File: config.mk
export PLATFORM = sky130hd
export DESIGN_NAME = dram_load_ctl
export DESIGN_NICKNAME = d
export VERILOG_FILES = /design/src/rtl/dram_pkg.sv /design/src/rtl/dram_port_arb.sv /design/src/rtl/dram_load_ctl.sv
export SDC_FILE = /design/constraint.sdc
export NUM_CORES = 1
export LEC_CHECK = 0
export ABC_CLOCK_PERIOD_IN_PS = 2000
export BUFFER_PORTS_ARGS = -buffer_cell sky130_fd_sc_hd__buf_2
export CORE_AREA = 2 2 82 84
export DETAILED_ROUTE_END_ITERATION = 10
export DIE_AREA = 0 0 84 86
export PLACE_DENSITY = 0.77
export SLEW_MARGIN = 20
export SYNTH_ARGS = -nofsm -noshare
export SYNTH_HDL_FRONTEND = slang
export SYNTH_HIERARCHICAL = 1
export SYNTH_SLANG_ARGS = --single-unit
File: constraint.sdc
create_clock -name clk -period 2 [get_ports clk]
set_input_delay 0.2 -clock clk [delete_from_list [all_inputs] [get_ports clk]]
set_output_delay 0.2 -clock clk [all_outputs]
set_load 0.005 [all_outputs]
File: src/rtl/dram_pkg.sv
// dram_pkg: shared DRAM word layout, diagnostic function codes, FSM states and parity helper.
package dram_pkg;
   localparam int DRAM_ADDR_BITS = 9;
   localparam int DRAM_WIDTH = 15;
   typedef struct packed {
      logic [2:0] a;
      logic [2:0] b;
      logic       p;
      logic [3:0] jh;
      logic [3:0] jl;
   } dram_word_t;
   localparam logic [2:0] DIAG_LDADR  = 3'd0;
   localparam logic [2:0] DIAG_LDAB   = 3'd1;
   localparam logic [2:0] DIAG_LDJH   = 3'd2;
   localparam logic [2:0] DIAG_LDJL   = 3'd3;
   localparam logic [2:0] DIAG_COMMIT = 3'd4;
   localparam logic [2:0] DIAG_READ   = 3'd5;
   localparam logic [2:0] DIAG_CLRERR = 3'd6;
   localparam logic [2:0] S_IDLE  = 3'd0;
   localparam logic [2:0] S_WAITW = 3'd1;
   localparam logic [2:0] S_WAITV = 3'd2;
   localparam logic [2:0] S_CHECK = 3'd3;
   localparam logic [2:0] S_WAITR = 3'd4;
   localparam logic [2:0] S_RDCAP = 3'd5;
   // P makes the whole 15-bit word odd parity
   function automatic logic dram_par(input dram_word_t w);
      return ~^{w.a, w.b, w.jh, w.jl};
   endfunction
endpackage

File: src/rtl/dram_port_arb.sv
// dram_port_arb: single DRAM port mux; an EBOX IR-load read always wins and blocks writes.
module dram_port_arb import dram_pkg::*; #(
   parameter int ADDR_BITS = DRAM_ADDR_BITS
) (
   input  logic                 ebox_rd,
   input  logic [ADDR_BITS-1:0] ebox_addr,
   input  logic [ADDR_BITS-1:0] addr,
   input  logic                 we_req,
   output logic [ADDR_BITS-1:0] mem_addr,
   output logic                 mem_we
);
   assign mem_addr = ebox_rd ? ebox_addr : addr;
   assign mem_we = we_req & ~ebox_rd;
endmodule

File: src/rtl/dram_load_ctl.sv
// dram_load_ctl: diagnostic DRAM loader; stages fields, writes with parity, verifies by
// read-back with bounded retry, and gives up if the EBOX starves the port too long.
module dram_load_ctl import dram_pkg::*; #(
   parameter int ADDR_BITS  = DRAM_ADDR_BITS,
   parameter int DRAM_WIDTH = dram_pkg::DRAM_WIDTH,
   parameter int RETRY_MAX  = 3,
   parameter int STARVE_MAX = 255
) (
   input  logic                  clk,
   input  logic                  rst_n,
   input  logic                  diag_strobe,
   input  logic [2:0]            diag_func,
   input  logic [ADDR_BITS-1:0]  diag_data,
   input  logic                  ebox_rd,
   input  logic [ADDR_BITS-1:0]  ebox_addr,
   output logic [ADDR_BITS-1:0]  mem_addr,
   output logic [DRAM_WIDTH-1:0] mem_din,
   output logic                  mem_we,
   input  logic [DRAM_WIDTH-1:0] mem_dout,
   output logic                  busy,
   output logic                  done,
   output logic                  err,
   output logic [DRAM_WIDTH-1:0] rd_data
);
   localparam int SW = $clog2(STARVE_MAX + 1);
   localparam int RW = $clog2(RETRY_MAX + 1);
   logic [2:0] state;
   dram_word_t stage;
   logic [ADDR_BITS-1:0] addr;
   logic [RW-1:0] retry;
   logic [SW-1:0] starve;
   logic starved, match, we_req;
   assign busy = state != S_IDLE;
   assign we_req = state == S_WAITW;
   assign starved = starve >= SW'(STARVE_MAX - 1);
   assign match = mem_dout == stage;
   assign mem_din = stage;
   dram_port_arb #(.ADDR_BITS(ADDR_BITS)) u_arb (
      .ebox_rd(ebox_rd),
      .ebox_addr(ebox_addr),
      .addr(addr),
      .we_req(we_req),
      .mem_addr(mem_addr),
      .mem_we(mem_we)
   );
   always_ff @(posedge clk) begin
      if (!rst_n) begin
         state <= S_IDLE;
         stage <= '0;
         addr <= '0;
         retry <= '0;
         starve <= '0;
         rd_data <= '0;
         done <= 1'b0;
         err <= 1'b0;
      end else begin
         done <= 1'b0;
         if (diag_strobe && diag_func == DIAG_CLRERR) err <= 1'b0;
         case (state)
            S_IDLE:
               if (diag_strobe)
                  case (diag_func)
                     DIAG_LDADR: addr <= diag_data;
                     DIAG_LDAB: {stage.a, stage.b} <= diag_data[8:3];
                     DIAG_LDJH: stage.jh <= diag_data[8:5];
                     DIAG_LDJL: stage.jl <= diag_data[8:5];
                     DIAG_COMMIT: begin
                        stage.p <= dram_par(stage);
                        retry <= '0;
                        starve <= '0;
                        state <= S_WAITW;
                     end
                     DIAG_READ: begin
                        starve <= '0;
                        state <= S_WAITR;
                     end
                     default: ;
                  endcase
            S_WAITW, S_WAITV, S_WAITR:
               if (!ebox_rd) begin
                  starve <= '0;
                  state <= state == S_WAITW ? S_WAITV : state == S_WAITV ? S_CHECK : S_RDCAP;
               end else if (starved) begin
                  err <= 1'b1;
                  state <= S_IDLE;
               end else starve <= starve + 1'b1;
            // mem_dout holds the word read in WAITV, so ebox_rd no longer matters here
            S_CHECK:
               if (match) begin
                  rd_data <= mem_dout;
                  done <= 1'b1;
                  state <= S_IDLE;
               end else if (int'(retry) + 1 < RETRY_MAX) begin
                  retry <= retry + 1'b1;
                  state <= S_WAITW;
               end else begin
                  rd_data <= mem_dout;
                  err <= 1'b1;
                  state <= S_IDLE;
               end
            S_RDCAP: begin
               rd_data <= mem_dout;
               state <= S_IDLE;
            end
            default: state <= S_IDLE;
         endcase
      end
   end
endmodule

======== After elaboration in Yosys (flattened, before gate mapping) ========
Cells that the tools add are included.
word-level totals
  register bits after elaboration ......... 54
  input port bits ......................... 40
  output and inout port bits .............. 43
  logic and storage cells ................. 90
cells by class
  add/subtract/negate cells ............... 3
  order comparisons ....................... 2
  eq/ne operators ......................... 21
  muxes and demuxes ....................... 30
  bitwise operators ....................... 2
  reduce and logical (&&, ||, !) cells .... 20
operator list
  cell                 count
  $mux 8               4
  $mux 15              2
  $pmux 15 s2          1
  $reduce_and 3->1     6
  $pmux 8 s2           1
  $eq 15x15->1         1
  $eq 3x3->1 const B   5
  $mux 3               5
  $reduce_xnor 14->1   1
  $eq 3x2->1 const B   4
  $mux 9               1
  $ne 3x3->1 const B   3
  $pmux 3 s3           1
  $add 8x1->8 const B  1
  $ge 8x8->1 const B   1
  $mux 1               8
  $mux 2               4
  $ne 2x2->1 const B   4
  $eq 3x1->1 const B   2
  $logic_not 3->1      2
  $pmux 3 s2           1
  $reduce_bool 2->1    3
  $reduce_and 5->1     1
  $pmux 2 s2           1
  14 further kinds     15

======== Longest topological paths before layout ========
  word-level depth ........................ 6
  mapped depth ............................ 8
  mapped depth without buffers ............ 7

======== By module ========
Netlist, hierarchy kept.
by module, submodules not included
  module         times used  cells an instance  area an instance (µm²)  seq. area each (µm²)
  dram_load_ctl  1           384                3084.2                  1081.0
  dram_port_arb  1           11                 155.1                   0.0

======== Worst setup path after synthesis ========
OpenSTA, ideal clock, no wires.
  path type ............................... flip-flop to flip-flop
  from .................................... register state[1]
  to ...................................... register stage (netlist bit mem_din[0])
  library setup time ...................... 0.128 ns
  arrival time ............................ 1.652 ns
  data required time ...................... 1.872 ns
  path slack .............................. 0.220 ns
  cell stages (with the launch flop) ...... 8
  path buffers ............................ 2
  period minus slack after synthesis ...... 1.780 ns
  path through ............................ dfxtp_1 or3_1 buf_2 nor3b_4 and3_1 buf_4 mux2i_1 nor2_1
between the ends
  word-level cells in the longest chain between the ends .. 2
RTL lines
  what                               line                 text
  start: declaration                 dram_load_ctl.sv:27  logic [2:0] state;
  start signal: assignment           dram_load_ctl.sv:82  state <= state == S_WAITW ? S_WAITV : state == S_WAITV ? S_CHECK : S_RDCAP;
  $logic_not 3->1                    dram_load_ctl.sv:59  case (state)
  $reduce_and 3->1 (no source line)  --
  end: declaration                   dram_load_ctl.sv:28  dram_word_t stage;
Every way passes these cells.
A chain may end at the register's enable or synchronous reset.

======== Worst setup path in the final report ========
  from .................................... register state[2]
  to ...................................... register stage (netlist bit mem_din[12])
Same word-level chain as after synthesis.

==> metrics <==
result of the run=finished, final reports clean; clock sink count=54; worst endpoint data arrival time=around 2 ns; layout-stage area growth over the synthesis result=21.05%; clock root buffer=sky130_fd_sc_hd__clkbuf_8; # H-tree levels=2; maximum capacitance violations=0; async set-or-reset flop fraction in the synthesized netlist=0%; residual antenna-violating net count after detailed routing=0; Leakage=roughly 1.6 nW; CP Cell Sequence=or3_1, nor3b_4, buf_4, nand3b_2, mux2i_1, nor2_1; clock tree from TritonCTS=yes; Final setup violation count=0; netlist area before placement=around 3200 sq um; final number of hold-violating endpoints=0; Post-synth top cells=sky130_fd_sc_hd__a21oi_1, sky130_fd_sc_hd__dfxtp_1, sky130_fd_sc_hd__nand3_1; num ports=83; Std-Cell Rows=29; cts bufs inserted=5; flip-flop and latch count after synthesis=54; CTS max path bufs=2; highest clock frequency the design can meet=about 550 MHz; Mapped Nets=439; critical path launch point type=register; count of hold-fix buffers inserted at cts=0; Pre-Repair DR Iteration Count=4; DR DRC count=0; required time of the critical path=~2.2 ns; GR Overflow Total=0; clock transition at the register clock pins on the worst setup and hold paths after CTS=between 0.1 and 0.15 ns; final net count=524; Skew-Pair Late Insertion Delay=0.32 ns; mean number of vias per cell=5.987; routability cong.=0.8364; first-pass GRT wire length=between 10,000 and 15,000 microns; PwrDens=726.3 nW/um^2; final worst path period need=1.833 ns; Slew Limit Fails=0; worst-case vdd ir drop=0.4690 mV; capturing element type of the critical path=register; number of global-route vias before repair=2,976; number of instances in the synthesized netlist=395; floorplan die height=86 microns; core outline area=around 6300 sq um; vias=around 3,300; placed wire-length estimate after detailed placement=6466 microns; slack of the worst reg-to-reg path=0.17 ns; area occupied by registers=1081 sq um; Port Buffers=just over 80; ratio of cells with drive above 1 in the final layout=between 20% and 30%; Multi-input gate area=2027 sq um; cell count after placement=549; maximum number of pins on one net before global-route repair=33; total wirelength of the detailed-routed design=~9000 microns; antenna fix cells=0; hold crit path type=in2reg; top cells by area in the synthesized netlist=sky130_fd_sc_hd__dfxtp_1, sky130_fd_sc_hd__a21oi_1, sky130_fd_sc_hd__xnor2_1; Die X-Extent=84 microns; filler cell count in the final layout=about 560; Warnings, synthesis=6; Iteration-0 DRC Markers=174; Initial Utilization=51.60%; final setup TNS=0 ns; RSZ-0062 raised after global routing=false; number of distinct library cells after synthesis=43; die area=7224 sq um; Mean Syn Cell Area=between 8 and 9 sq um; cell with the biggest individual delay on the critical path=sky130_fd_sc_hd__or3_1; cell type with the highest aggregate area in the netlist=sky130_fd_sc_hd__dfxtp_1; period utilisation layout=91.65%; average wire per standard cell=between 15 and 20 microns; worst-path maximum fanout=9; worst rel slew slack=54.58%; share of the synthesized area in the top cell type=33.37%; antenna violations before repair=0; Worst Setup Path Type=reg2reg; post-route clock skew=0.01125 ns; critical path's largest stage delay=about 0.47 ns; count leader, synth=sky130_fd_sc_hd__a21oi_1; fraction of the yosys area taken by sequential cells=33.37%; transition at the pin with the smallest max-transition slack=0.6783 ns; final non-filler cell total=558; count of flip-flops with a built-in enable after synthesis=0; flip-flop cell with the highest count after synthesis=sky130_fd_sc_hd__dfxtp_1; sum of internal, switching and leakage power=2.848 mW; GRT Total Usage=24.20%
-- worst max-delay path, delay by kind of cell, from the launching register on --
kind,cells,cell delay (ns)
and+or+nand+nor,4,0.97
DFF,1,0.37
muxes,1,0.20
buffers and inverters,1,0.19
-- cell type report --
class                           count  share of cell area (%)
Timing Repair Buffer              108                   15.44
Clock inverter                      3                  0.6063
Multi-Input combinational cell    306                   51.69
Sequential cell                    54                   27.57
Inverter                            5                  0.4786
Clock buffer                        5                   1.755
Tap cell                           77                   2.457
-- power breakdown --
group	switching (mW)	internal, mW	leakage (nW)	total [mW]
Clock	0.394	0.251	0.0408	0.646
Combinational	0.574	0.383	1.11	0.957
Sequential	0.0865	1.16	0.437	1.25
Total	1.06	1.79	1.58	2.85
-- sequential cells by signal (all words and copies together), names as in the netlist --
signal,count
retry,2
addr,9
done,1
state,3
err,1
starve,8
rd_data,15
mem_din,15
-- placed cells by master, fill, tap and decap left out, types with 2 or more instances in the layout --
master	instances
sky130_fd_sc_hd__xor2_1	2
sky130_fd_sc_hd__mux2_4	9
sky130_fd_sc_hd__buf_2	82
sky130_fd_sc_hd__o22ai_1	2
sky130_fd_sc_hd__or2_2	2
sky130_fd_sc_hd__dfxtp_1	54
sky130_fd_sc_hd__nand4b_1	15
sky130_fd_sc_hd__o21ai_0	10
sky130_fd_sc_hd__a21oi_1	57
sky130_fd_sc_hd__nor3_1	8
sky130_fd_sc_hd__mux2i_1	13
sky130_fd_sc_hd__clkbuf_8	5
sky130_fd_sc_hd__a31oi_1	15
sky130_fd_sc_hd__and3_1	3
sky130_fd_sc_hd__nand2b_1	16
sky130_fd_sc_hd__nand4_1	4
sky130_fd_sc_hd__and3b_1	2
sky130_fd_sc_hd__nand3b_1	4
sky130_fd_sc_hd__xnor2_1	27
sky130_fd_sc_hd__ha_1	4
sky130_fd_sc_hd__or3_1	4
sky130_fd_sc_hd__o221a_2	2
sky130_fd_sc_hd__o211ai_1	16
sky130_fd_sc_hd__nand2_1	23
sky130_fd_sc_hd__buf_4	26
sky130_fd_sc_hd__inv_1	5
sky130_fd_sc_hd__nor2_1	22
sky130_fd_sc_hd__clkinvlp_4	2
sky130_fd_sc_hd__nand3_1	33
-- timing repair --
| action | CTS | global route |
|---|---|---|
| resized for setup | 0 | 2 |
| setup endpoints to repair | 0 | 6 |
| buffers inserted | 0 | 1 |
-- kinds of logic after synthesis --
family	share of synthesized area (%)
AOI/OAI and AO/OA	19.66
buffers and inverters	4.558
DFF	33.37
xor gates and xnor gates	7.841
adders and majority gates	1.545
and+or+nand+nor	24.84
muxes	8.188
-- layer usage --
layer  wire length, microns  GRT usage [%]  vias to the layer above
met5                      0              0                        -
met4                    172          7.331                        0
met3                    738          5.005                       19
met2                   4118          39.71                      145
met1                   3883          32.28                     1567
li1                       -              -                     1610
-- path summary, 6_finish.rpt --
path | cells after the start | end | startpoint
hold / removal | 3 | addr[1] | diag_data[1]
setup / recovery | 6 | mem_din[12] | state[2]
hold reg to reg | 2 | addr[4] | addr[4]
setup reg to reg | 6 | mem_din[12] | state[2]
-- per-stage QoR --
stage | setup slack, ns | util, % | hold slack, ns | instance area, sq um
3_3_place_gp | 0.2088 | 60.75 | 0.4457 | 3814
4_1_cts | 0.1575 | 62.23 | 0.1269 | 3906
2_1_floorplan | 0.2204 | - | 0.3439 | 3239
5_1_grt | 0.01426 | 62.47 | 0.1278 | 3921
3_5_place_dp | 0.1719 | 60.75 | 0.4505 | 3814
6_report | 0.1670 | 62.47 | 0.1242 | 3921
Power figures use the tool's default switching activity.
